`src/rtl/lfsr_msg_encrypter_pkg.sv`:
```
// Shared encrypt/decrypt definitions: FSM states, memory layout and LFSR helpers.
package crypt_pkg;

    localparam int unsigned MSG_LEN  = 64;
    localparam int unsigned CT_BASE  = 64;
    localparam int unsigned CFG_BASE = 61;

    typedef enum logic [2:0] {
        IDLE,
        CFG,
        RD,
        WR,
        DONE
    } state_t;

    // Fibonacci step: shift left, feedback is the parity of the tapped bits.
    function automatic logic [6:0] lfsr_next(input logic [6:0] state, input logic [6:0] ptrn);
        return {state[5:0], ^(state & ptrn)};
    endfunction

    function automatic logic parity7(input logic [6:0] v);
        return ^v;
    endfunction

endpackage

```
`src/rtl/lfsr_msg_encrypter_lfsr7.sv`:
```
// 7-bit Fibonacci LFSR with synchronous load and step enable; load wins over step.
module lfsr7
    import crypt_pkg::*;
(
    input  logic       Clk,
    input  logic       Reset,
    input  logic       load,
    input  logic [6:0] load_val,
    input  logic       step,
    input  logic [6:0] ptrn,
    output logic [6:0] state
);

    logic [6:0] r_state;

    always_ff @(posedge Clk) begin
        if (Reset) begin
            r_state <= '0;
        end else if (load) begin
            r_state <= load_val;
        end else if (step) begin
            r_state <= lfsr_next(r_state, ptrn);
        end
    end

    assign state = r_state;

endmodule

```
`src/rtl/lfsr_msg_encrypter.sv`:
```
// Program-1 encrypt engine: reads config and plaintext from DM, writes 64
// parity-tagged LFSR-scrambled bytes to the ciphertext region.
module lfsr_msg_encrypter
    import crypt_pkg::*;
#(
    parameter int unsigned MSG_LEN  = crypt_pkg::MSG_LEN,
    parameter int unsigned CT_BASE  = crypt_pkg::CT_BASE,
    parameter int unsigned CFG_BASE = crypt_pkg::CFG_BASE
) (
    input  logic       Clk,
    input  logic       Reset,
    input  logic       Start,
    output logic       Ack,
    output logic [7:0] mem_addr,
    input  logic [7:0] mem_rd_data,
    output logic       mem_wr_en,
    output logic [7:0] mem_wr_data
);

    localparam logic [5:0] LAST_IDX = 6'(MSG_LEN - 1);

    state_t     r_state;
    state_t     w_next;
    logic       r_start_d;
    logic [1:0] r_cfg_cnt;
    logic [5:0] r_idx;
    logic [3:0] r_pre;
    logic [6:0] r_ptrn;

    logic [6:0] w_lfsr;
    logic       w_lfsr_load;
    logic [6:0] w_lfsr_init;
    logic       w_have_src;
    logic [5:0] w_src_idx;
    logic [6:0] w_plain;
    logic [6:0] w_ct7;
    logic       w_unused;

    assign w_unused = mem_rd_data[7];

    always_ff @(posedge Clk) begin
        if (Reset) begin
            r_state   <= IDLE;
            r_start_d <= 1'b0;
        end else begin
            r_state   <= w_next;
            r_start_d <= Start;
        end
    end

    always_comb begin
        w_next = r_state;
        case (r_state)
            IDLE:    if (!Start && r_start_d) w_next = CFG;
            CFG:     if (r_cfg_cnt == 2'd3) w_next = RD;
            RD:      w_next = WR;
            WR:      w_next = (r_idx == LAST_IDX) ? DONE : RD;
            DONE:    if (Start) w_next = IDLE;
            default: w_next = IDLE;
        endcase
    end

    // Config reads are pipelined: the byte for address 61+k arrives in CFG step k+1.
    always_ff @(posedge Clk) begin
        if (Reset) begin
            r_cfg_cnt <= '0;
            r_idx     <= '0;
            r_pre     <= '0;
            r_ptrn    <= '0;
        end else begin
            case (r_state)
                IDLE: begin
                    r_cfg_cnt <= '0;
                    r_idx     <= '0;
                end
                CFG: begin
                    r_cfg_cnt <= r_cfg_cnt + 2'd1;
                    if (r_cfg_cnt == 2'd1) r_pre  <= mem_rd_data[3:0];
                    if (r_cfg_cnt == 2'd2) r_ptrn <= mem_rd_data[6:0];
                end
                WR:      r_idx <= r_idx + 6'd1;
                default: ;
            endcase
        end
    end

    assign w_lfsr_load = (r_state == CFG) && (r_cfg_cnt == 2'd3);
    assign w_lfsr_init = (mem_rd_data[6:0] == 7'd0) ? 7'h01 : mem_rd_data[6:0];

    lfsr7 u_lfsr (
        .Clk      (Clk),
        .Reset    (Reset),
        .load     (w_lfsr_load),
        .load_val (w_lfsr_init),
        .step     (r_state == WR),
        .ptrn     (r_ptrn),
        .state    (w_lfsr)
    );

    // Leading pre positions are padding spaces, i.e. plaintext 0 after the -0x20 offset.
    assign w_have_src = (r_idx >= {2'b00, r_pre});
    assign w_src_idx  = r_idx - {2'b00, r_pre};
    assign w_plain    = w_have_src ? (mem_rd_data[6:0] - 7'h20) : 7'h00;
    assign w_ct7      = w_plain ^ w_lfsr;

    always_comb begin
        Ack         = 1'b0;
        mem_addr    = '0;
        mem_wr_en   = 1'b0;
        mem_wr_data = '0;
        case (r_state)
            CFG: begin
                if (r_cfg_cnt != 2'd3) mem_addr = 8'(CFG_BASE) + {6'b0, r_cfg_cnt};
            end
            RD: begin
                if (w_have_src) mem_addr = {2'b00, w_src_idx};
            end
            WR: begin
                mem_addr    = 8'(CT_BASE) + {2'b00, r_idx};
                mem_wr_en   = 1'b1;
                mem_wr_data = {parity7(w_ct7), w_ct7};
            end
            DONE:    Ack = 1'b1;
            default: ;
        endcase
    end

endmodule
```
`config.mk`:
```
export PLATFORM = sky130hd
export DESIGN_NAME = lfsr_msg_encrypter
export DESIGN_NICKNAME = d
export VERILOG_FILES = /design/src/rtl/lfsr_msg_encrypter_pkg.sv /design/src/rtl/lfsr_msg_encrypter_lfsr7.sv /design/src/rtl/lfsr_msg_encrypter.sv
export SDC_FILE = /design/constraint.sdc
export NUM_CORES = 1
export LEC_CHECK = 0
export ABC_AREA = 0
export BUFFER_PORTS_ARGS = -buffer_cell sky130_fd_sc_hd__buf_2
export CORE_MARGIN = 8
export CORE_UTILIZATION = 40
export DETAILED_ROUTE_END_ITERATION = 6
export PLACE_DENSITY_LB_ADDON = 0.08
export SYNTH_ARGS = -nofsm -noshare
export SYNTH_HDL_FRONTEND = slang
export SYNTH_SLANG_ARGS = --single-unit
```
`constraint.sdc`:
```
create_clock -name Clk -period 3.14 [get_ports Clk]
set_input_delay 0.628 -clock Clk [delete_from_list [all_inputs] [get_ports Clk]]
set_output_delay 0.628 -clock Clk [all_outputs]
set_load 0.005 [all_outputs]
```
**Word-level counts from Yosys, hierarchy flattened**

Cells that the tools add are included.

- Input port bits: 11
- Word-level logic and storage cells: 58
- Output and inout bits: 18
- Register bits: 30

- Equality and inequality tests: 12
- Multiplexer cells: 17
- Add/subtract/negate cells: 6
- Reduce and logical (&&, ||, !) cells: 13
- $lt $le $gt $ge: 1
- Bitwise gates (word level): 2

Operator list:

| operator | count |
|---|---|
| 2-to-1 mux 7 bit | 5 |
| one-hot mux 8 bit (3 select lines) | 1 |
| one-hot mux 3 bit (5 select lines) | 1 |
| parity 7 bit | 2 |
| 2-to-1 mux 3 bit | 4 |
| one-hot mux 6 bit (2 select lines) | 1 |
| adder 7 x 6 -> 8 bit (first input constant) | 1 |
| 2-to-1 mux 8 bit | 1 |
| adder 6 x 2 -> 7 bit (first input constant) | 1 |
| AND 7 bit | 1 |
| logical NOT 7 bit | 1 |
| subtractor 7 x 6 -> 7 bit (second input constant) | 1 |
| bitwise XOR 7 bit | 1 |
| adder 6 x 1 -> 6 bit (second input constant) | 1 |
| equality test 3 x 2 -> 1 bit (second input constant) | 2 |
| equality test 6 bit (second input constant) | 1 |
| >= comparator 6 x 4 -> 1 bit | 1 |
| 2-to-1 mux 6 bit | 1 |
| != test 2 bit (second input constant) | 3 |
| nonzero test 2 bit | 3 |
| subtractor 6 x 4 -> 6 bit | 1 |
| equality test 2 bit (second input constant) | 2 |
| one-hot mux 2 bit (2 select lines) | 1 |
| AND reduction 2 bit | 2 |
| other kinds (10) | 12 |

**Longest topological paths before layout**

Gate-level depths: netlist (run 1).

- Depth in word-level cells: 5
- Mapped depth: 9
- Gate-level depth less buffers: 9

**Cells and area by module**

From an unflattened synthesis (run 1), not the netlist that was laid out.

- Cells, all modules: 272
- Area, all modules: 2,119.5 um^2

By module, submodules not included:

| module | seq. area each (um^2) | cells an instance | times used | area each (um^2) |
|---|---|---|---|---|
| lfsr_msg_encrypter | 460.4 | 222 | 1 | 1,710.4 |
| lfsr7 | 140.1 | 50 | 1 | 409.1 |

**Worst setup path after synthesis (run 1)**

OpenSTA, ideal clock, no wires.

- Path type: register to output
- From: register r_idx[0]
- To: output mem_addr[5]
- Setup slack: 0.376 ns
- Cell stages (with the launch flop): 10
- Path buffers: 0
- Data arrival time: 2.136 ns
- Data required time: 2.512 ns
- Path through: dfxtp_1 inv_1 ha_1 inv_1 fa_1 a21o_1 a2111oi_4 or3_4 o21ai_2 a211o_1

- Cells in the longest elaborated chain, start to end: 3
- Elaborated cells between the ends (all ways): 5
- Classes of those cells: add/sub: 2; order compare: 1; mux: 2

Ends and longest elaborated chain:

| what | line | RTL |
|---|---|---|
| start: declaration | lfsr_msg_encrypter.sv:26 | `logic [5:0] r_idx;` |
| start signal: assignment | lfsr_msg_encrypter.sv:81 | `WR: r_idx <= r_idx + 6'd1;` |
| subtractor 6 x 4 -> 6 bit / >= comparator 6 x 4 -> 1 bit (equally long branches) | lfsr_msg_encrypter.sv:102, lfsr_msg_encrypter.sv:101 |  |
| 2-to-1 mux 6 bit | lfsr_msg_encrypter.sv:116 | `if (w_have_src) mem_addr = {2'b00, w_src_idx};` |
| one-hot mux 8 bit (3 select lines) * | lfsr_msg_encrypter.sv:111 | `case (r_state)` |
| end: declaration | lfsr_msg_encrypter.sv:14 | `output logic [7:0] mem_addr,` |

Every way passes the cells marked *; elsewhere a longest branch is shown, timed or not.

**Worst setup path in the final report (run 1)**

- From: register r_idx[0]
- To: output mem_wr_data[0]

- Cells in the longest elaborated chain, start to end: 4

Ends and longest elaborated chain:

| what | line | RTL |
|---|---|---|
| >= comparator 6 x 4 -> 1 bit | lfsr_msg_encrypter.sv:101 | `assign w_have_src = (r_idx >= {2'b00, r_pre});` |
| 2-to-1 mux 7 bit | lfsr_msg_encrypter.sv:103 | `assign w_plain = w_have_src ? (mem_rd_data[6:0] - 7'h20) : 7'h00;` |
| bitwise XOR 7 bit | lfsr_msg_encrypter.sv:104 | `assign w_ct7 = w_plain ^ w_lfsr;` |
| 2-to-1 mux 8 bit | lfsr_msg_encrypter.sv:111 |  |
| end: declaration | lfsr_msg_encrypter.sv:17 | `output logic [7:0] mem_wr_data` |

Every way passes these cells.

==> Flow_metrics.wiki, run 1 <==
{| class="wikitable"
! Metric !! Value
|-
| Worst Hold Class || flip-flop to flip-flop
|-
| # setup viols final || 0
|-
| Number of design-rule violations left by the first detailed-router iteration || approximately 100
|-
| CTS buffer count || 5
|-
| Yosys warning total || 0
|-
| Synth top cells by count || nor2_1 (36), dfxtp_1 (30), a21oi_1 (26)
|-
| DRC errors left || 0
|-
| Maximum buffer depth of the clock tree || 2
|-
| Remaining global-route overflow || 0
|-
| PortBufs || 26
|-
| Clock tree from TritonCTS || yes
|-
| Worst Skew || roughly 0.0046 ns
|-
| Fraction of final layout cells sized beyond drive strength 1 || a little over a fifth
|-
| Synth area leader || dfxtp_1
|-
| First-pass GRT wire length || slightly below 9000 um
|-
| Number of antenna cells inserted || 0
|-
| Total power draw || ~860 uW
|-
| Leading cell types by total area after synthesis || dfxtp_1 (29%), nor2_1 (6.6%), xnor2_1 (6.4%), a21oi_1 (6.4%), mux2i_1 (5.9%)
|-
| Maximum vdd drop || between 0.2 and 0.25 mV
|-
| Clock transition at the register clock pins on the worst setup and hold paths after CTS || around 0.07 ns
|-
| Critical path's largest stage delay || about 0.56 ns
|-
| Data arrival time at the worst-slack endpoint || approximately 2.5 ns
|-
| Detail-routed net length per standard cell || ~15 um
|-
| Final cycle utilization of the critical path || 98.4%
|-
| Sum of routed wire length over all layers || 5370 um
|-
| Number of instances in the synthesized netlist || 260
|-
| Flip-flop cell with the highest count after synthesis || dfxtp_1
|-
| Area occupied by registers || a little over 600 um^2
|-
| Layout filler cell count || 521
|-
| Sequential share of the synthesized area || between 20% and 30%
|-
| Slew at the pin closest to its max-slew limit || slightly above 0.6 ns
|-
| Lkg Pwr || roughly 0.00095 uW
|-
| Via count || approximately 1900
|-
| Area of the core || around 0.0050 mm^2
|-
| Placement Cell Area || 0.00223 mm^2
|-
| Flop and latch count out of synthesis || 30
|-
| RSZ-0062 raised after global routing || yes
|-
| Power density relative to cell area || approximately 350 mW/mm^2
|-
| Remaining number of nets flagged by the antenna check after routing || 0
|-
| Peak Freq || between 0.3 and 0.4 GHz
|-
| Width of the chip || 87.5 um
|-
| Pin count of the biggest net entering global routing || 32
|-
| Root Buffer || clkbuf_8
|-
| Kind of launch point of the worst setup path || flip-flop
|-
| Crit path required time || 2.51 ns
|-
| Startpoint of the worst hold path || r_ptrn[1]$_SDFFE_PP0P_
|-
| HPWL after detailed placement || 3810 um
|-
| Hold violation count in the final report || 0
|-
| Insertion delay of the later-clocked pin in the worst-skew pair || 0.28 ns
|-
| Mapped Avg Cell Area || around 7.9 um^2
|-
| Total number of placement rows || 26
|-
| Die Height || 87.5 um
|-
| Vias in the first global route || approximately 1700
|-
| Max Fanout on Critical Path || 7
|-
| Crit path max-delay cell type || a2111o_1
|-
| Area share of the largest cell type after synthesis || 29.3%
|-
| CP Class || flip-flop to output pin
|-
| Length of the first detailed-routing pass in iterations || 4
|-
| Total clock sinks || 30
|-
| Post-synth EDFFs || 0
|-
| Deepest level of the CTS H-tree || 2
|-
| Signed area change from the synthesized netlist to the final layout || 18.8%
|-
| Cell area after synthesis || 0.00205 mm^2
|-
| Global router's overall resource usage || between 10% and 20%
|-
| Floorplan die area || between 0.007 and 0.008 mm^2
|-
| Worst reg2reg path startpoint || r_state[2]$_SDFFE_PP0P_
|-
| Nets@finish || about 310
|-
| Synth cell types || 47
|-
| Cells traversed along the worst timing path || inv_4 -> ha_4 -> inv_2 -> fa_2 -> a21o_1 -> a2111o_1 -> nand2_1 -> xor2_1 -> nor2_1 -> buf_2
|-
| Initial cell density of the core || 40.9%
|-
| Run status || finished, final reports clean
|-
| Combined area of the multi-input logic cells || approximately 0.0013 mm^2
|-
| Final cell area excluding filler cells || approximately 0.0024 mm^2
|-
| Final estimated routing congestion in global placement || approximately 0.82
|-
| CTS Hold Buffers Added || 0
|-
| Worst slew margin relative to its limit || 59.1%
|-
| Ports placed on the boundary || 29
|-
| Minimum period implied by the final worst setup slack || 3.09 ns
|-
| Launch point of the critical path || r_idx[0]$_SDFFE_PP0P_
|-
| Number of antenna violations at the first check in global routing || 0
|-
| Worst-case hold slack || about 0.5 ns
|-
| Synthesized Nets || 280
|-
| Share of flip-flops with an asynchronous set or reset after synthesis || 0%
|-
| Most common cell in the netlist || nor2_1
|-
| Number of maximum-capacitance constraint violations || 0
|-
| Pins Over Slew Limit || 0
|-
| Routed vias/inst || between 5 and 6
|-
| Final standard cell utilization of the core || about half
|-
| Sort of element at the end of the critical path || output pin
|}
-- power breakdown --
part | internal (uW) | total [uW] | switching [uW]
Clock | 254 | 405 | 151
Sequential | 382 | 384 | 1.74
Combinational | 27.7 | 71.7 | 44.0
-- layer usage --
metal / global-route usage, % / vias to the layer above / part of all wire (%) / wire length [um]
li1: - / 957 / - / -
met2: 21.8 / 35 / 43 / 2290
met1: 20.5 / 854 / 51 / 2730
met3: 3.47 / 6 / 5.2 / 280
met5: 0 / - / 0 / 0
met4: 4.22 / 0 / 1.1 / 60
-- area by class of cell --
class | instances | area share [%]
flip-flops and latches | 30 | 24.9
multi-input cells | 203 | 55.4
clock inverters | 1 | 1.24
inverters | 13 | 2.11
clock buffers | 6 | 3.40
well taps | 70 | 3.60
repair buffers | 39 | 9.37
-- path summary, 6_finish.rpt --
path | end | slack [ns] | depth (start not counted)
hold reg to reg | r_ptrn[1]$_SDFFE_PP0P_ | 0.49 | 2
hold / removal | r_ptrn[1]$_SDFFE_PP0P_ | 0.49 | 2
setup reg to reg | u_lfsr.state[6]$_SDFFE_PP0P_ | 1.02 | 7
setup / recovery | mem_wr_data[0] | 0.05 | 10
-- flip-flops by register name (all words and copies together) (netlist names) --
register and count:
r_ptrn 7, u_lfsr.state 7, r_idx 6, r_pre 4, r_state 3, r_cfg_cnt 2, r_start_d 1
-- cell families (layout without fill, tap and decap cells) --
logic type,Yosys count,count (layout),share of synthesized area [%]
compound gates,63,63,19.3
xor+xnor,24,24,10.3
fa+ha+maj,9,9,5.87
buf+inv,27,59,6.30
flops,30,30,29.3
mux,13,13,6.42
other cells,1,1,0.183
simple gates,93,93,22.4
-- what timing repair did --
action | CTS | global route
resized for setup | 5 | 7
endpoints found under the setup margin | 9 | 14
pin swaps | 7 | 7
buffers inserted | 5 | 2
-- placed cells by master, fill, tap and decap left out, drive strengths merged, types with 2 or more instances in the layout --
master,instances
a211o,2
a211oi,2
a21oi,26
a22oi,7
and2,2
and3,5
buf,39
clkbuf,6
dfxtp,30
ha,8
inv,13
mux2i,12
nand2,22
nand4,2
nor2,36
nor2b,4
nor3,4
nor3b,6
nor4,2
o21ai,18
or2,3
or3,3
xnor2,15
xor2,9
-- metrics by stage --
step           cells  setup WS [ns]  TNS (ns)
2_1_floorplan    260          0.376         0
3_3_place_gp     348          0.149         0
3_5_place_dp     348          0.132         0
4_1_cts          360        0.00841         0
5_1_grt          362        -0.0725    -0.220
6_report         362         0.0502         0
-- critical path: cells and delay by family (launching register included) --
family,cells,cell delay (ns)
buffers and inverters,3,0.22
DFF,1,0.35
adders and majority gates,2,0.46
AOI/OAI and AO/OA,2,0.79
and+or+nand+nor,2,0.20
xor gates and xnor gates,1,0.16
Power figures use the tool's default switching activity.
==> run 2, diff against run 1 <==
CORE_UTILIZATION = 57   (was 40)
==> Flow_metrics.wiki, run 2 (same netlist as run 1, synthesis figures left out) <==
{| class="wikitable"
! Metric !! Value
|-
| DRC errors left || 0 (unchanged)
|-
| Ports placed on the boundary || 29 (unchanged)
|-
| Width of the chip || 75.9 um (-13%)
|-
| Combined area of the multi-input logic cells || 0.00137 mm^2 (+1.6%)
|-
| Area of the core || 0.00339 mm^2 (-32%)
|-
| Total clock sinks || 30 (unchanged)
|-
| Pins Over Slew Limit || 0 (unchanged)
|-
| Data arrival time at the worst-slack endpoint || 2.52 ns (+0.06 ns)
|-
| Launch point of the critical path || r_idx[0]$_SDFFE_PP0P_
|-
| Die Height || 75.9 um (-13%)
|-
| Number of design-rule violations left by the first detailed-router iteration || 196 (+90%)
|-
| Lkg Pwr || 0.000942 uW (-1.2%)
|-
| Layout filler cell count || 273 (-48%)
|-
| Peak Freq || 0.317 GHz (-1.9%)
|-
| Maximum vdd drop || 0.451 mV (+99%)
|-
| CP Class || flip-flop to output pin
|-
| Minimum period implied by the final worst setup slack || 3.15 ns (+0.0614 ns)
|-
| Maximum buffer depth of the clock tree || 2 (unchanged)
|-
| Placement Cell Area || 0.00219 mm^2 (-1.7%)
|-
| Clock transition at the register clock pins on the worst setup and hold paths after CTS || 0.10 ns (+0.03 ns)
|-
| CTS buffer count || 5 (unchanged)
|-
| Remaining number of nets flagged by the antenna check after routing || 0 (unchanged)
|-
| Final cycle utilization of the critical path || 100% (+2.0 points)
|-
| Total number of placement rows || 21 (-19%)
|-
| Clock tree from TritonCTS || yes
|-
| RSZ-0062 raised after global routing || yes
|-
| Length of the first detailed-routing pass in iterations || 4 (unchanged)
|-
| Worst Skew || 0.00562 ns (+0.00101 ns)
|-
| Number of maximum-capacitance constraint violations || 0 (unchanged)
|-
| Crit path required time || 2.51 ns (about the same)
|-
| Final standard cell utilization of the core || 70.9% (+22 points)
|-
| Worst slew margin relative to its limit || 60.4% (+1.2 points)
|-
| Crit path top cell by count || inv_2
|-
| Pin count of the biggest net entering global routing || 32 (unchanged)
|-
| Critical path's largest stage delay || 0.49 ns (-0.07 ns)
|-
| Floorplan die area || 0.00576 mm^2 (-25%)
|-
| Worst Hold Class || flip-flop to flip-flop
|-
| Kind of launch point of the worst setup path || flip-flop
|-
| # setup viols final || 2 (+2)
|-
| Sum of routed wire length over all layers || 5180 um (-3.4%)
|-
| Slew at the pin closest to its max-slew limit || 0.591 ns (-0.0215 ns)
|-
| Max Fanout on Critical Path || 3 (-4)
|-
| Initial cell density of the core || 60.4% (+20 points)
|-
| Deepest level of the CTS H-tree || 2 (unchanged)
|-
| Routed vias/inst || 5.70 (+11%)
|-
| Global router's overall resource usage || 17.4% (+2.7 points)
|-
| Number of antenna violations at the first check in global routing || 0 (unchanged)
|-
| Final estimated routing congestion in global placement || 0.904 (+11%)
|-
| Cells traversed along the worst timing path || inv_2 -> ha_4 -> inv_2 -> fa_2 -> a21o_1 -> a2111o_1 -> buf_4 -> nand2_1 -> xor2_1 -> nor2_1 -> buf_2
|-
| PortBufs || 26 (unchanged)
|-
| Root Buffer || clkbuf_4
|-
| Final WS setup || -0.0112 ns (-0.0614 ns)
|-
| Crit path max-delay cell type || a2111o_1
|-
| Startpoint of the worst hold path || r_ptrn[5]$_SDFFE_PP0P_
|-
| HPWL after detailed placement || 3620 um (-5.2%)
|-
| Run status || complete, but fails checks
|-
| Nets@finish || 310 (-0.64%)
|-
| Sort of element at the end of the critical path || output pin
|-
| Commonest cells after routing, fill and taps aside || nor2_1 (36), dfxtp_1 (28), a21oi_1 (26), buf_2 (26), nand2_1 (20)
|-
| Area occupied by registers || 603 um^2 (-0.41%)
|-
| First-pass GRT wire length || 8380 um (-4.4%)
|-
| Detail-routed net length per standard cell || 15.4 um (+3.7%)
|-
| Number of buffers and inverters on the critical path || 4 (+1)
|-
| Most common cell after layout, fill and taps aside || nor2_1
|-
| Vias in the first global route || 1735 (+0.52%)
|-
| Hold violation count in the final report || 0 (unchanged)
|-
| Via count || 1920 (+3.7%)
|-
| Fraction of final layout cells sized beyond drive strength 1 || 23.0% (+1.1 points)
|-
| Number of antenna cells inserted || 0 (unchanged)
|-
| Insertion delay of the later-clocked pin in the worst-skew pair || 0.34 ns (+0.06 ns)
|-
| Signed area change from the synthesized netlist to the final layout || 17.5%
|-
| Remaining global-route overflow || 0 (unchanged)
|-
| Worst-case hold slack || 0.503 ns (+0.00851 ns)
|-
| Final cell area excluding filler cells || 0.00240 mm^2 (-1.1%)
|-
| Failing checks || setup timing
|-
| Power density relative to cell area || 363 mW/mm^2 (+2.7%)
|-
| Worst reg2reg path startpoint || r_state[2]$_SDFFE_PP0P_
|-
| Crit path max-delay family || compound AO/OA/AOI/OAI gates
|}
run 2: cell count changes in the layout (fill, tap and decap cells not counted), moves of 2 or more:
cell	delta
clkbuf_8	-5
a211oi_2	+2
nand2_2	+2
buf_4	-3
nand2_1	-2
clkbuf_4	+5
a211oi_1	-2
run 2: final timing paths:
path / to / slack (ns) / cells after the start
setup reg to reg: u_lfsr.state[1]$_SDFFE_PP0P_ / 0.97 / 7
hold reg to reg: r_ptrn[5]$_SDFFE_PP0P_ / 0.50 / 2
setup / recovery: mem_wr_data[2] / -0.01 / 11
hold / removal: r_ptrn[5]$_SDFFE_PP0P_ / 0.50 / 2
run 2: worst min-delay path, delay by kind of cell, from the launching register on:
kind	cells	cell delay [ns]
multiplexers	1	0.06
AND/OR/NAND/NOR	1	0.08
flip-flops	1	0.34
run 2: routing by layer:
layer	track usage [%]	wire [um]	share of wire, %
met2	24.9	2190	42
met5	0	0	0
met3	4.36	331	6.4
met4	6.27	65	1.3
met1	24.1	2600	50
run 2: per-stage QoR:
| step | TNS, ns | setup WS, ns | power [uW] | std cells |
|---|---|---|---|---|
| after floorplan | 0 | 0.376 | 438 | 260 |
| after global placement | 0 | 0.233 | 461 | 323 |
| after detailed placement | 0 | 0.200 | 463 | 323 |
| after CTS | -0.0321 | -0.0321 | 872 | 334 |
| after global routing | -0.418 | -0.0843 | 901 | 337 |
| final | -0.0203 | -0.0112 | 874 | 337 |
run 2: final cells by class:
type / instances / share of cell area [%]
multi-input combinational: 203 / 56.9
sequential: 30 / 25.1
timing repair buffer: 37 / 9.00
clock inverter: 2 / 2.50
tap: 46 / 2.39
clock buffer: 6 / 2.13
inverter: 13 / 2.03
run 2: power breakdown:
part | internal (uW) | leakage [uW] | switching (uW)
Sequential | 383 | 0.000243 | 1.66
Combinational | 28.1 | 0.000640 | 44.5
Clock | 270 | 0.0000585 | 147
run 2: what timing repair did:
| action | in CTS | in global routing |
|---|---|---|
| hold buffers | 0 | 0 |
| setup buffers | 3 | 3 |
| resized for setup | 7 | 8 |
| endpoints found under the setup margin | 10 | 13 |
| pin swaps | 9 | 4 |
==> run 3, diff against run 2 <==
CTS_CLUSTER_SIZE = 10   (was default)
PLACE_DENSITY = 0.8   (was default)
PLACE_DENSITY_LB_ADDON = default   (was 0.08)
==> Flow_metrics.wiki, run 3 (same netlist as run 1, synthesis figures left out) <==
{| class="wikitable"
! Metric !! Value
|-
| Maximum buffer depth of the clock tree || 2 (unchanged)
|-
| CTS buffer count || 5 (unchanged)
|-
| Final WS setup || -0.0246 ns (-0.0134 ns)
|-
| Total length of routed met3 wires || 286 um (-14%)
|-
| Total number of placement rows || 21 (unchanged)
|-
| Clock transition at the register clock pins on the worst setup and hold paths after CTS || 0.09 ns (about the same)
|-
| Width of the chip || 75.9 um (unchanged)
|-
| Worst slew margin relative to its limit || 60.6% (+0.24 points)
|-
| Sort of element at the end of the critical path || output pin
|-
| Cells traversed along the worst timing path || inv_2 -> ha_4 -> inv_2 -> fa_2 -> a21o_1 -> a2111o_1 -> nand2_1 -> xor2_1 -> nor2_1 -> buf_2
|-
| Die Height || 75.9 um (unchanged)
|-
| Clock tree from TritonCTS || yes
|-
| Final cell area excluding filler cells || 0.00232 mm^2 (-3.4%)
|-
| Total clock sinks || 30 (unchanged)
|-
| Signed area change from the synthesized netlist to the final layout || 13.4%
|-
| Sum of routed wire length over all layers || 4890 um (-5.6%)
|-
| Data arrival time at the worst-slack endpoint || 2.54 ns (+0.02 ns)
|-
| Via count || 1913 (-0.36%)
|-
| Number of buffers and inverters on the critical path || 3 (-1)
|-
| Most common cell after layout, fill and taps aside || nor2_1
|-
| Area of the core || 0.00339 mm^2 (unchanged)
|-
| HPWL after detailed placement || 3520 um (-2.7%)
|-
| Root Buffer || clkbuf_4
|-
| Placement Cell Area || 0.00220 mm^2 (+0.34%)
|-
| Number of design-rule violations left by the first detailed-router iteration || 212 (+8.2%)
|-
| Nets@finish || 310 (unchanged)
|-
| # setup viols final || 2 (unchanged)
|-
| Worst Reg2Reg Path Length in Cells || 7 (unchanged)
|-
| Run status || complete, but fails checks
|-
| Number of antenna violations at the first check in global routing || 0 (unchanged)
|-
| Vias in the first global route || 1870 (+7.8%)
|-
| Top Layer Used || met4
|-
| Fraction of final layout cells sized beyond drive strength 1 || 21.3% (-1.7 points)
|-
| First-pass GRT wire length || 8450 um (+0.82%)
|-
| # placed instances || 324 (+0.31%)
|-
| Initial cell density of the core || 60.4% (unchanged)
|-
| Peak Freq || 0.316 GHz (-0.42%)
|-
| Worst slack at placement || 0.226 ns (+0.0256 ns)
|-
| Final non-filler cell total || 337 (unchanged)
|-
| Max Fanout on Critical Path || 7 (+4)
|-
| Critical path's largest stage delay || 0.56 ns (+0.07 ns)
|-
| Length of the first detailed-routing pass in iterations || 4 (unchanged)
|-
| Final estimated routing congestion in global placement || 0.871 (-3.7%)
|-
| Routed vias/inst || 5.68 (-0.36%)
|-
| Minimum period implied by the final worst setup slack || 3.16 ns (+0.0134 ns)
|-
| Routed length on met2 || 2250 um (+2.7%)
|-
| Pin count of the biggest net entering global routing || 32 (unchanged)
|-
| Worst Hold Path Cells || 2 (unchanged)
|-
| Number of antenna cells inserted || 0 (unchanged)
|-
| RSZ-0062 raised after global routing || yes
|-
| DRC errors left || 0 (unchanged)
|-
| Layout filler cell count || 274 (+0.37%)
|-
| PortBufs || 26 (unchanged)
|-
| Slew at the pin closest to its max-slew limit || 0.588 ns (-0.00365 ns)
|-
| Global router's overall resource usage || 17.1% (-0.26 points)
|-
| Kind of launch point of the worst setup path || flip-flop
|-
| Ports placed on the boundary || 29 (unchanged)
|-
| Pins Over Slew Limit || 0 (unchanged)
|-
| Maximum vdd drop || 0.240 mV (-47%)
|-
| Remaining number of nets flagged by the antenna check after routing || 0 (unchanged)
|-
| Worst Skew || 0.00613 ns (+0.000510 ns)
|-
| Crit path max-delay family || compound AO/OA/AOI/OAI gates
|-
| Total power draw || 701 uW (-20%)
|-
| Crit path max-delay cell type || a2111o_1
|-
| Remaining global-route overflow || 0 (unchanged)
|-
| Final standard cell utilization of the core || 68.5% (-2.4 points)
|-
| Crit path required time || 2.51 ns (about the same)
|-
| Lkg Pwr || 0.000917 uW (-2.6%)
|-
| Crit path top cell by count || inv_2
|-
| WL met1 || 2300 um (-12%)
|-
| Power density relative to cell area || 302 mW/mm^2 (-17%)
|-
| Commonest cells after routing, fill and taps aside || nor2_1 (36), dfxtp_1 (28), a21oi_1 (26), buf_2 (26), nand2_1 (22)
|-
| Failing checks || setup timing
|-
| Deepest level of the CTS H-tree || 2 (unchanged)
|-
| Hold violation count in the final report || 0 (unchanged)
|-
| Insertion delay of the later-clocked pin in the worst-skew pair || 0.33 ns (about the same)
|-
| Final cycle utilization of the critical path || 101% (+0.43 points)
|-
| Worst Hold Class || flip-flop to flip-flop
|-
| CP Class || flip-flop to output pin
|-
| Floorplan die area || 0.00576 mm^2 (unchanged)
|-
| Total stage count of the critical path || 10 (-1)
|-
| Detail-routed net length per standard cell || 14.5 um (-5.6%)
|-
| Number of maximum-capacitance constraint violations || 0 (unchanged)
|}
## run 3: cell types whose count changed in the layout (fill, tap and decap cells not counted), moves of 2 or more
| cell | change |
|---|---|
| nand2_2 | -2 |
| a211oi_1 | +2 |
| a211oi_2 | -2 |
| bufinv_16 | -2 |
| o21ai_0 | -2 |
| o21ai_1 | +2 |
| nand2_1 | +2 |
## run 3: area by class of cell
cell class | instances | area (um^2) | area share, %
Clock buffer | 7 | 55.1 | 2.37
Clock inverter | 1 | 5.00 | 0.216
Inverter | 13 | 48.8 | 2.10
Multi-Input combinational cell | 203 | 1340 | 57.7
Sequential cell | 30 | 603 | 26.0
Tap cell | 46 | 57.6 | 2.48
Timing Repair Buffer | 37 | 213 | 9.16
## run 3: worst register-to-register path, cell delays in order (launching register included)
cell and delay [ns]:
dfxtp_1 0.58, nand2b_1 0.18, or2_2 0.29, inv_1 0.20
buf_4 0.22, nor2_1 0.39, nand2_1 0.11, a21oi_1 0.17
## run 3: worst paths after layout
path                           start                           end  slack (ns)
min reg2reg   r_ptrn[1]$_SDFFE_PP0P_        r_ptrn[1]$_SDFFE_PP0P_        0.50
max            r_idx[0]$_SDFFE_PP0P_                mem_wr_data[3]       -0.02
min           r_ptrn[1]$_SDFFE_PP0P_        r_ptrn[1]$_SDFFE_PP0P_        0.50
max reg2reg  r_state[2]$_SDFFE_PP0P_  u_lfsr.state[3]$_SDFFE_PP0P_        0.94
## run 3: timing repair
item                                    4_1_cts  5_1_grt
resized for setup                             6        5
hold endpoints to repair                      0        0
pin swaps                                     8       12
setup buffers                                 3        2
hold buffers                                  0        0
cloned                                        0        0
endpoints found under the setup margin        8       13
## run 3: through the flow
| step | TNS [ns] | hold slack [ns] |
|---|---|---|
| final | -0.0356 | 0.502 |
| after global routing | -0.863 | 0.552 |
| after CTS | 0 | 0.510 |
| after detailed placement | 0 | 0.486 |
| after global placement | 0 | 0.473 |
| after floorplan | 0 | 0.460 |
## run 3: where the power goes
group | total [uW] | internal, uW | switching (uW)
Combinational | 71.9 | 27.9 | 44.0
Clock | 245 | 108 | 137
Sequential | 384 | 382 | 1.40
## run 3: per-layer routing
layer / vias up / global-route usage [%]
met5: - / 0
met3: 6 / 3.66
met4: 0 / 7.45
met2: 46 / 26.3
li1: 956 / -
met1: 905 / 22.3
